**src/rtl/telemetry_pkg.sv**
```systemverilog
// -----------------------------------------------------------------------------
// telemetry_pkg
//   Shared definitions for the telemetry frame sequencer:
//     - tx_state_e   : frame FSM state encoding
//     - snapshot_t   : temperature/data words latched when a trigger is accepted
//     - FRAME_LEN_*  : frame lengths with and without the checksum byte
//     - IDX_*        : byte positions within a frame (checksum-enabled layout)
// -----------------------------------------------------------------------------
package telemetry_pkg;

    typedef enum logic [2:0] {
        ST_IDLE = 3'd0,
        ST_SEND = 3'd1,
        ST_ACK  = 3'd2,
        ST_WAIT = 3'd3,
        ST_DONE = 3'd4
    } tx_state_e;

    typedef struct packed {
        logic [15:0] temperature;
        logic [23:0] data;
    } snapshot_t;

    localparam int FRAME_LEN_CHK   = 10;
    localparam int FRAME_LEN_NOCHK = 9;

    // Byte positions with the checksum present. Without the checksum the
    // trailer slides down by one; the byte mux handles that remap.
    localparam logic [3:0] IDX_HDR0 = 4'd0;
    localparam logic [3:0] IDX_HDR1 = 4'd1;
    localparam logic [3:0] IDX_T0   = 4'd2;
    localparam logic [3:0] IDX_T1   = 4'd3;
    localparam logic [3:0] IDX_D0   = 4'd4;
    localparam logic [3:0] IDX_D1   = 4'd5;
    localparam logic [3:0] IDX_D2   = 4'd6;
    localparam logic [3:0] IDX_CHK  = 4'd7;
    localparam logic [3:0] IDX_TR0  = 4'd8;
    localparam logic [3:0] IDX_TR1  = 4'd9;

    localparam logic [3:0] IDX_LAST_CHK   = 4'(FRAME_LEN_CHK - 1);
    localparam logic [3:0] IDX_LAST_NOCHK = 4'(FRAME_LEN_NOCHK - 1);

    // XOR of the five payload bytes.
    function automatic logic [7:0] payload_xor(input snapshot_t s);
        return s.temperature[7:0] ^ s.temperature[15:8] ^
               s.data[7:0] ^ s.data[15:8] ^ s.data[23:16];
    endfunction

endpackage : telemetry_pkg

```
**src/rtl/telemetry_byte_mux.sv**
```systemverilog
// -----------------------------------------------------------------------------
// telemetry_byte_mux
//   Combinational frame-byte selector.
//   Ports:
//     idx        in  4   byte index within the frame (0..LAST)
//     snap       in  40  latched temperature/data snapshot
//     frame_byte out 8   byte to transmit at position idx
//   With CHECKSUM_EN=0 indices at or above the checksum slot are shifted up by
//   one so the trailer follows the payload directly.
// -----------------------------------------------------------------------------
module telemetry_byte_mux
    import telemetry_pkg::*;
#(
    parameter logic [7:0] HDR0        = 8'h61,
    parameter logic [7:0] HDR1        = 8'h62,
    parameter bit         CHECKSUM_EN = 1'b1,
    parameter logic [7:0] TRAILER0    = 8'h0D,
    parameter logic [7:0] TRAILER1    = 8'h0A
) (
    input  logic [3:0] idx,
    input  snapshot_t  snap,
    output logic [7:0] frame_byte
);

    logic [3:0] eff_idx;
    logic [7:0] chk;

    assign chk = payload_xor(snap);

    always_comb begin
        eff_idx = idx;
        if (!CHECKSUM_EN && (idx >= IDX_CHK)) begin
            eff_idx = idx + 4'd1;
        end
    end

    always_comb begin
        frame_byte = 8'h00;
        case (eff_idx)
            IDX_HDR0: frame_byte = HDR0;
            IDX_HDR1: frame_byte = HDR1;
            IDX_T0:   frame_byte = snap.temperature[7:0];
            IDX_T1:   frame_byte = snap.temperature[15:8];
            IDX_D0:   frame_byte = snap.data[7:0];
            IDX_D1:   frame_byte = snap.data[15:8];
            IDX_D2:   frame_byte = snap.data[23:16];
            IDX_CHK:  frame_byte = chk;
            IDX_TR0:  frame_byte = TRAILER0;
            IDX_TR1:  frame_byte = TRAILER1;
            default:  frame_byte = 8'h00;
        endcase
    end

endmodule : telemetry_byte_mux

```
**src/rtl/telemetry_frame_tx.sv**
```systemverilog
// -----------------------------------------------------------------------------
// telemetry_frame_tx
//   Frame sequencer feeding async_transmitter. A trigger snapshots temperature
//   and data, then the frame (header, payload, optional XOR checksum, trailer)
//   is handed over one byte at a time with a tx_start/tx_busy handshake.
//   Ports:
//     clk, rst_n    clock / async active-low reset
//     trigger       one-cycle sample-ready pulse
//     temperature   16-bit raw temperature word
//     data          24-bit raw scratch word
//     overrun_clr   clears the sticky overrun flag
//     tx_busy       transmitter busy
//     tx_start      one-cycle start strobe to the transmitter
//     tx_data       byte to transmit, held until the next tx_start
//     frame_busy    frame in progress (trigger accepted .. frame_done)
//     frame_done    one-cycle pulse once the last byte has been sent
//     overrun       sticky: trigger seen while a frame was in progress
// -----------------------------------------------------------------------------
module telemetry_frame_tx
    import telemetry_pkg::*;
#(
    parameter logic [7:0] HDR0        = 8'h61,
    parameter logic [7:0] HDR1        = 8'h62,
    parameter bit         CHECKSUM_EN = 1'b1,
    parameter logic [7:0] TRAILER0    = 8'h0D,
    parameter logic [7:0] TRAILER1    = 8'h0A
) (
    input  logic        clk,
    input  logic        rst_n,
    input  logic        trigger,
    input  logic [15:0] temperature,
    input  logic [23:0] data,
    input  logic        overrun_clr,
    input  logic        tx_busy,
    output logic        tx_start,
    output logic [7:0]  tx_data,
    output logic        frame_busy,
    output logic        frame_done,
    output logic        overrun
);

    localparam logic [3:0] LAST = CHECKSUM_EN ? IDX_LAST_CHK : IDX_LAST_NOCHK;

    tx_state_e  state;
    logic [3:0] idx;
    snapshot_t  snap;
    logic [7:0] frame_byte;

    telemetry_byte_mux #(
        .HDR0        (HDR0),
        .HDR1        (HDR1),
        .CHECKSUM_EN (CHECKSUM_EN),
        .TRAILER0    (TRAILER0),
        .TRAILER1    (TRAILER1)
    ) u_byte_mux (
        .idx        (idx),
        .snap       (snap),
        .frame_byte (frame_byte)
    );

    always_ff @(posedge clk or negedge rst_n) begin
        if (!rst_n) begin
            state      <= ST_IDLE;
            idx        <= 4'd0;
            snap       <= '0;
            tx_start   <= 1'b0;
            tx_data    <= 8'h00;
            frame_busy <= 1'b0;
            frame_done <= 1'b0;
            overrun    <= 1'b0;
        end else begin
            tx_start   <= 1'b0;
            frame_done <= 1'b0;

            // frame_busy is still high in DONE, so a trigger there is an
            // overrun too. Setting beats clearing.
            if (trigger && frame_busy) begin
                overrun <= 1'b1;
            end else if (overrun_clr) begin
                overrun <= 1'b0;
            end

            case (state)
                ST_IDLE: begin
                    if (trigger) begin
                        snap.temperature <= temperature;
                        snap.data        <= data;
                        idx              <= 4'd0;
                        frame_busy       <= 1'b1;
                        state            <= ST_SEND;
                    end
                end
                ST_SEND: begin
                    if (!tx_busy) begin
                        tx_start <= 1'b1;
                        tx_data  <= frame_byte;
                        state    <= ST_ACK;
                    end
                end
                // The transmitter raises busy one cycle after start; skip
                // looking at it here so the stale low isn't taken as done.
                ST_ACK: begin
                    state <= ST_WAIT;
                end
                ST_WAIT: begin
                    if (!tx_busy) begin
                        if (idx == LAST) begin
                            frame_done <= 1'b1;
                            state      <= ST_DONE;
                        end else begin
                            idx   <= idx + 4'd1;
                            state <= ST_SEND;
                        end
                    end
                end
                ST_DONE: begin
                    frame_busy <= 1'b0;
                    state      <= ST_IDLE;
                end
                default: begin
                    state <= ST_IDLE;
                end
            endcase
        end
    end

endmodule : telemetry_frame_tx

```
**config.mk**
```make
export PLATFORM = sky130hd
export DESIGN_NAME = telemetry_frame_tx
export DESIGN_NICKNAME = d
export VERILOG_FILES = /design/src/rtl/telemetry_pkg.sv /design/src/rtl/telemetry_byte_mux.sv /design/src/rtl/telemetry_frame_tx.sv
export SDC_FILE = /design/constraint.sdc
export NUM_CORES = 1
export LEC_CHECK = 0
export ABC_AREA = 1
export CORE_AREA = 2 2 88 90
export DETAILED_ROUTE_END_ITERATION = 16
export DIE_AREA = 0 0 90 92
export PLACE_DENSITY = 0.76
export SYNTH_ARGS = -nofsm -noshare
export SYNTH_HDL_FRONTEND = slang
export SYNTH_SLANG_ARGS = --single-unit
```
**constraint.sdc**
```tcl
create_clock -name clk -period 1.5 [get_ports clk]
set_clock_uncertainty 0.05 [all_clocks]
set_input_delay 0.3 -clock clk [delete_from_list [all_inputs] [get_ports clk]]
set_output_delay 0.3 -clock clk [all_outputs]
set_load 0.02 [all_outputs]
```
==> flow_summary.yaml <==
status:
  status: "finished, violations left"
  violations: "negative setup slack"
drt:
  drt-pass1-iter-count: 4
  dr_total_vias: 3318
  drt_iter0_markers: 227
  drc_errors: 0
  drtAntennaViolNets: 0
  finalWirelength_mm: 8.59
  wl_per_cell_um: 12.8
  routed_via_density: 4.93
floorplanning:
  die_w_um: 90
  io_pins: 57
  coreArea_um2: 7450
  die_h_um: 92
  num_rows: 32
  initial_core_util_pct: 47.2
  dieArea_um2: 8280
placement:
  port_buffers: 56
  gp_congestion: 0.842
  hpwl_mm: 5.83
  dp.cells: 653
clock_tree:
  cts.sinks: 59
  clkLatencyLatePin_ps: 350
  cts.htree.levels: 3
  root_buffer: "clkbuf_8"
  cts.path.max_buffers: 2
  cts_made_buffers: 9
  clkTransAtPathRegs_ps: 70
  cts_tree: "yes"
synthesis:
  avgSynthCellArea_um2: 7.40
  seq_area_frac_synth_pct: 42.0
  synth_top_area_share_pct: 42.0
  synth-main-ff-cell: "dfrtp_1"
  synthTopCellsByCount: "142 x nand2_1, 62 x nor2_1, 59 x dfrtp_1, 59 x inv_1, 46 x nand3_1"
  yosysTopAreaCell: "dfrtp_1"
  yosysWarnings: 0
  syn_inst: 475
  synth_edf_count: 0
  synthTopCellsByArea: "dfrtp_1 42%, nand2_1 15%, a21oi_2 7.2%"
  yosysMostFrequentCell: "nand2_1"
  synthArstFlopShare_pct: 100
  yosys_register_bits: 59
  synth_cell_type_count: 28
  synth_nets: 524
  syn_area_um2: 3510
finish:
  drive_above_1_share_pct: 24.7
  fin_nets: 616
  n_antenna_cell: 0
  synthToLayoutAreaGrowth_pct: 38.9
  stdcell_count: 673
  final_util_pct: 65.5
grt:
  antenna_found_initial: 0
  grt_util_met2_pct: 34.7
  grt_pass1_wl_mm: 14.3
  grt_max_degree: 60
  grt_usage_pct: 21.6
  overflow: 0
  grt_pass1_vias: 3141
  use_met1_pct: 28.1
  grt_busiest_layer: "met2"
  gr-usage-met3_pct: 4.27
pwr:
  powerDensity_nw_per_um2: 1790
  leakagePower_nw: 2.44
  ir_drop_uv: 715
worst_setup_path:
  crit_path_frequent_cell: "nand2_1"
  cpPeakStageDelay_ps: 440
  endpoint_kind: "flip-flop"
  cp.required_ps: 1690
  critPathKind: "reg2reg"
  start_kind: "flip-flop"
  path_cells: "buf_6 > ha_4 > buf_6 > nand3_1 > nand2_1 > nor3_2 > nand2_1 > nand2_1 > nand2_1"
  crit_arrival_ps: 1790
  crit_path_top_delay_cell: "dfrtp_1"
  cp_max_fo: 6
worst_hold_path:
  min_path_type: "reg2reg"
sta:
  fmax_mhz: 625
  fin_crit_ps: 1600
  worst_slack_ps: -99.1
  setup_viol: 12
  relSlewSlack_pct: 78.7
  setup_tns_ps: -676
  rsz0062_at_grt: "yes"
  max_slew.worst_pin.slew_ps: 320
  slew_violations: 0
  final.period_utilization_pct: 107
  holdWs_ps: 419
  hold_viol: 0
job:
  cap_violations: 0
==> cell usage in the layout (no fill, tap or decap), drive strengths merged, types with 3 or more instances in the layout <==
| cell | instances |
|---|---|
| a21oi | 39 |
| buf | 38 |
| clkbuf | 11 |
| clkdlybuf4s50 | 43 |
| dfrtp | 59 |
| dlygate4sd2 | 12 |
| ha | 4 |
| inv | 64 |
| nand2 | 144 |
| nand3 | 47 |
| nand4 | 3 |
| nor2 | 70 |
| nor3 | 4 |
| o21ai | 14 |
| xnor2 | 8 |
==> repair_timing <==
item | in CTS | in global routing
pin swaps | 33 | 22
endpoints found under the setup margin | 24 | 25
gates resized for setup | 60 | 19
setup buffers | 4 | 0
endpoints found under the hold margin | 59 | 0
hold buffers | 1 | 0
==> flip-flops by register name (all words and copies together) (netlist names) <==
signal	flops
state	3
overrun	1
tx_data	8
idx	4
frame_busy	1
tx_start	1
frame_done	1
snap	40
==> final timing paths <==
| check | from | end | slack, ps | depth (start not counted) |
|---|---|---|---|---|
| worst max register to register | idx[1]$_DFFE_PN0P_ | tx_data[2]$_DFFE_PN0P_ | -100 | 9 |
| max in group asynchronous | rst_n | idx[0]$_DFFE_PN0P_ | 680 | 3 |
| worst max-delay path | idx[1]$_DFFE_PN0P_ | tx_data[2]$_DFFE_PN0P_ | -100 | 9 |
| worst min register to register | tx_data[0]$_DFFE_PN0P_ | tx_data[0]$_DFFE_PN0P_ | 420 | 2 |
| min in group asynchronous | rst_n | state[0]$_DFFE_PN0P_ | 440 | 3 |
| worst min-delay path | tx_data[0]$_DFFE_PN0P_ | tx_data[0]$_DFFE_PN0P_ | 420 | 2 |
==> through the flow <==
| stage | worst slack [ps] | power (mW) | area, um2 |
|---|---|---|---|
| floorplan | 42.6 | 5.56 | 3510 |
| global placement | -137 | 6.57 | 4380 |
| detailed placement | -140 | 6.72 | 4380 |
| CTS | -28.0 | 8.59 | 4820 |
| global route | -172 | 9.40 | 4880 |
| finish | -99.1 | 8.72 | 4880 |
==> logic make-up (layout without fill, tap and decap cells) <==
group                    after synthesis  count (layout)  synth area share [%]
AND/OR/NAND/NOR                      268             268                  32.3
multiplexers                           2               2                 0.641
XOR/XNOR                              10              10                  2.49
flip-flops                            59              59                  42.0
adder cells (fa/ha/maj)                4               4                  1.42
buffers and inverters                 77             173                  9.69
AO/OA/AOI/OAI                         55              55                  11.4
==> area by class of cell <==
type	instances	area, um2
Clock buffer	11	151
Inverter	64	245
Clock inverter	4	73.8
Multi-Input combinational cell	339	1880
Timing Repair Buffer	94	920
Fill cell	638	2570
Tap cell	102	128
Sequential cell	59	1480
==> metal layers <==
layer,routed length (um),vias up,part of all wire (%)
li1,-,1662,-
met2,4070,102,47
met3,418,27,4.9
met5,0,-,0
met1,3820,1527,45
met4,278,0,3.2
==> where the power goes <==
| part | internal [mW] | switching [mW] |
|---|---|---|
| Clock | 1.02 | 0.637 |
| Sequential | 2.24 | 0.673 |
| Combinational | 1.77 | 2.38 |
==> worst max-delay path: cells and delay by family, from the launching register on <==
kind | cells | cell delay (ps)
fa+ha+maj | 1 | 180
simple gates | 6 | 540
buf+inv | 2 | 290
flops | 1 | 440
No activity file was read; power rests on OpenSTA's default activity.
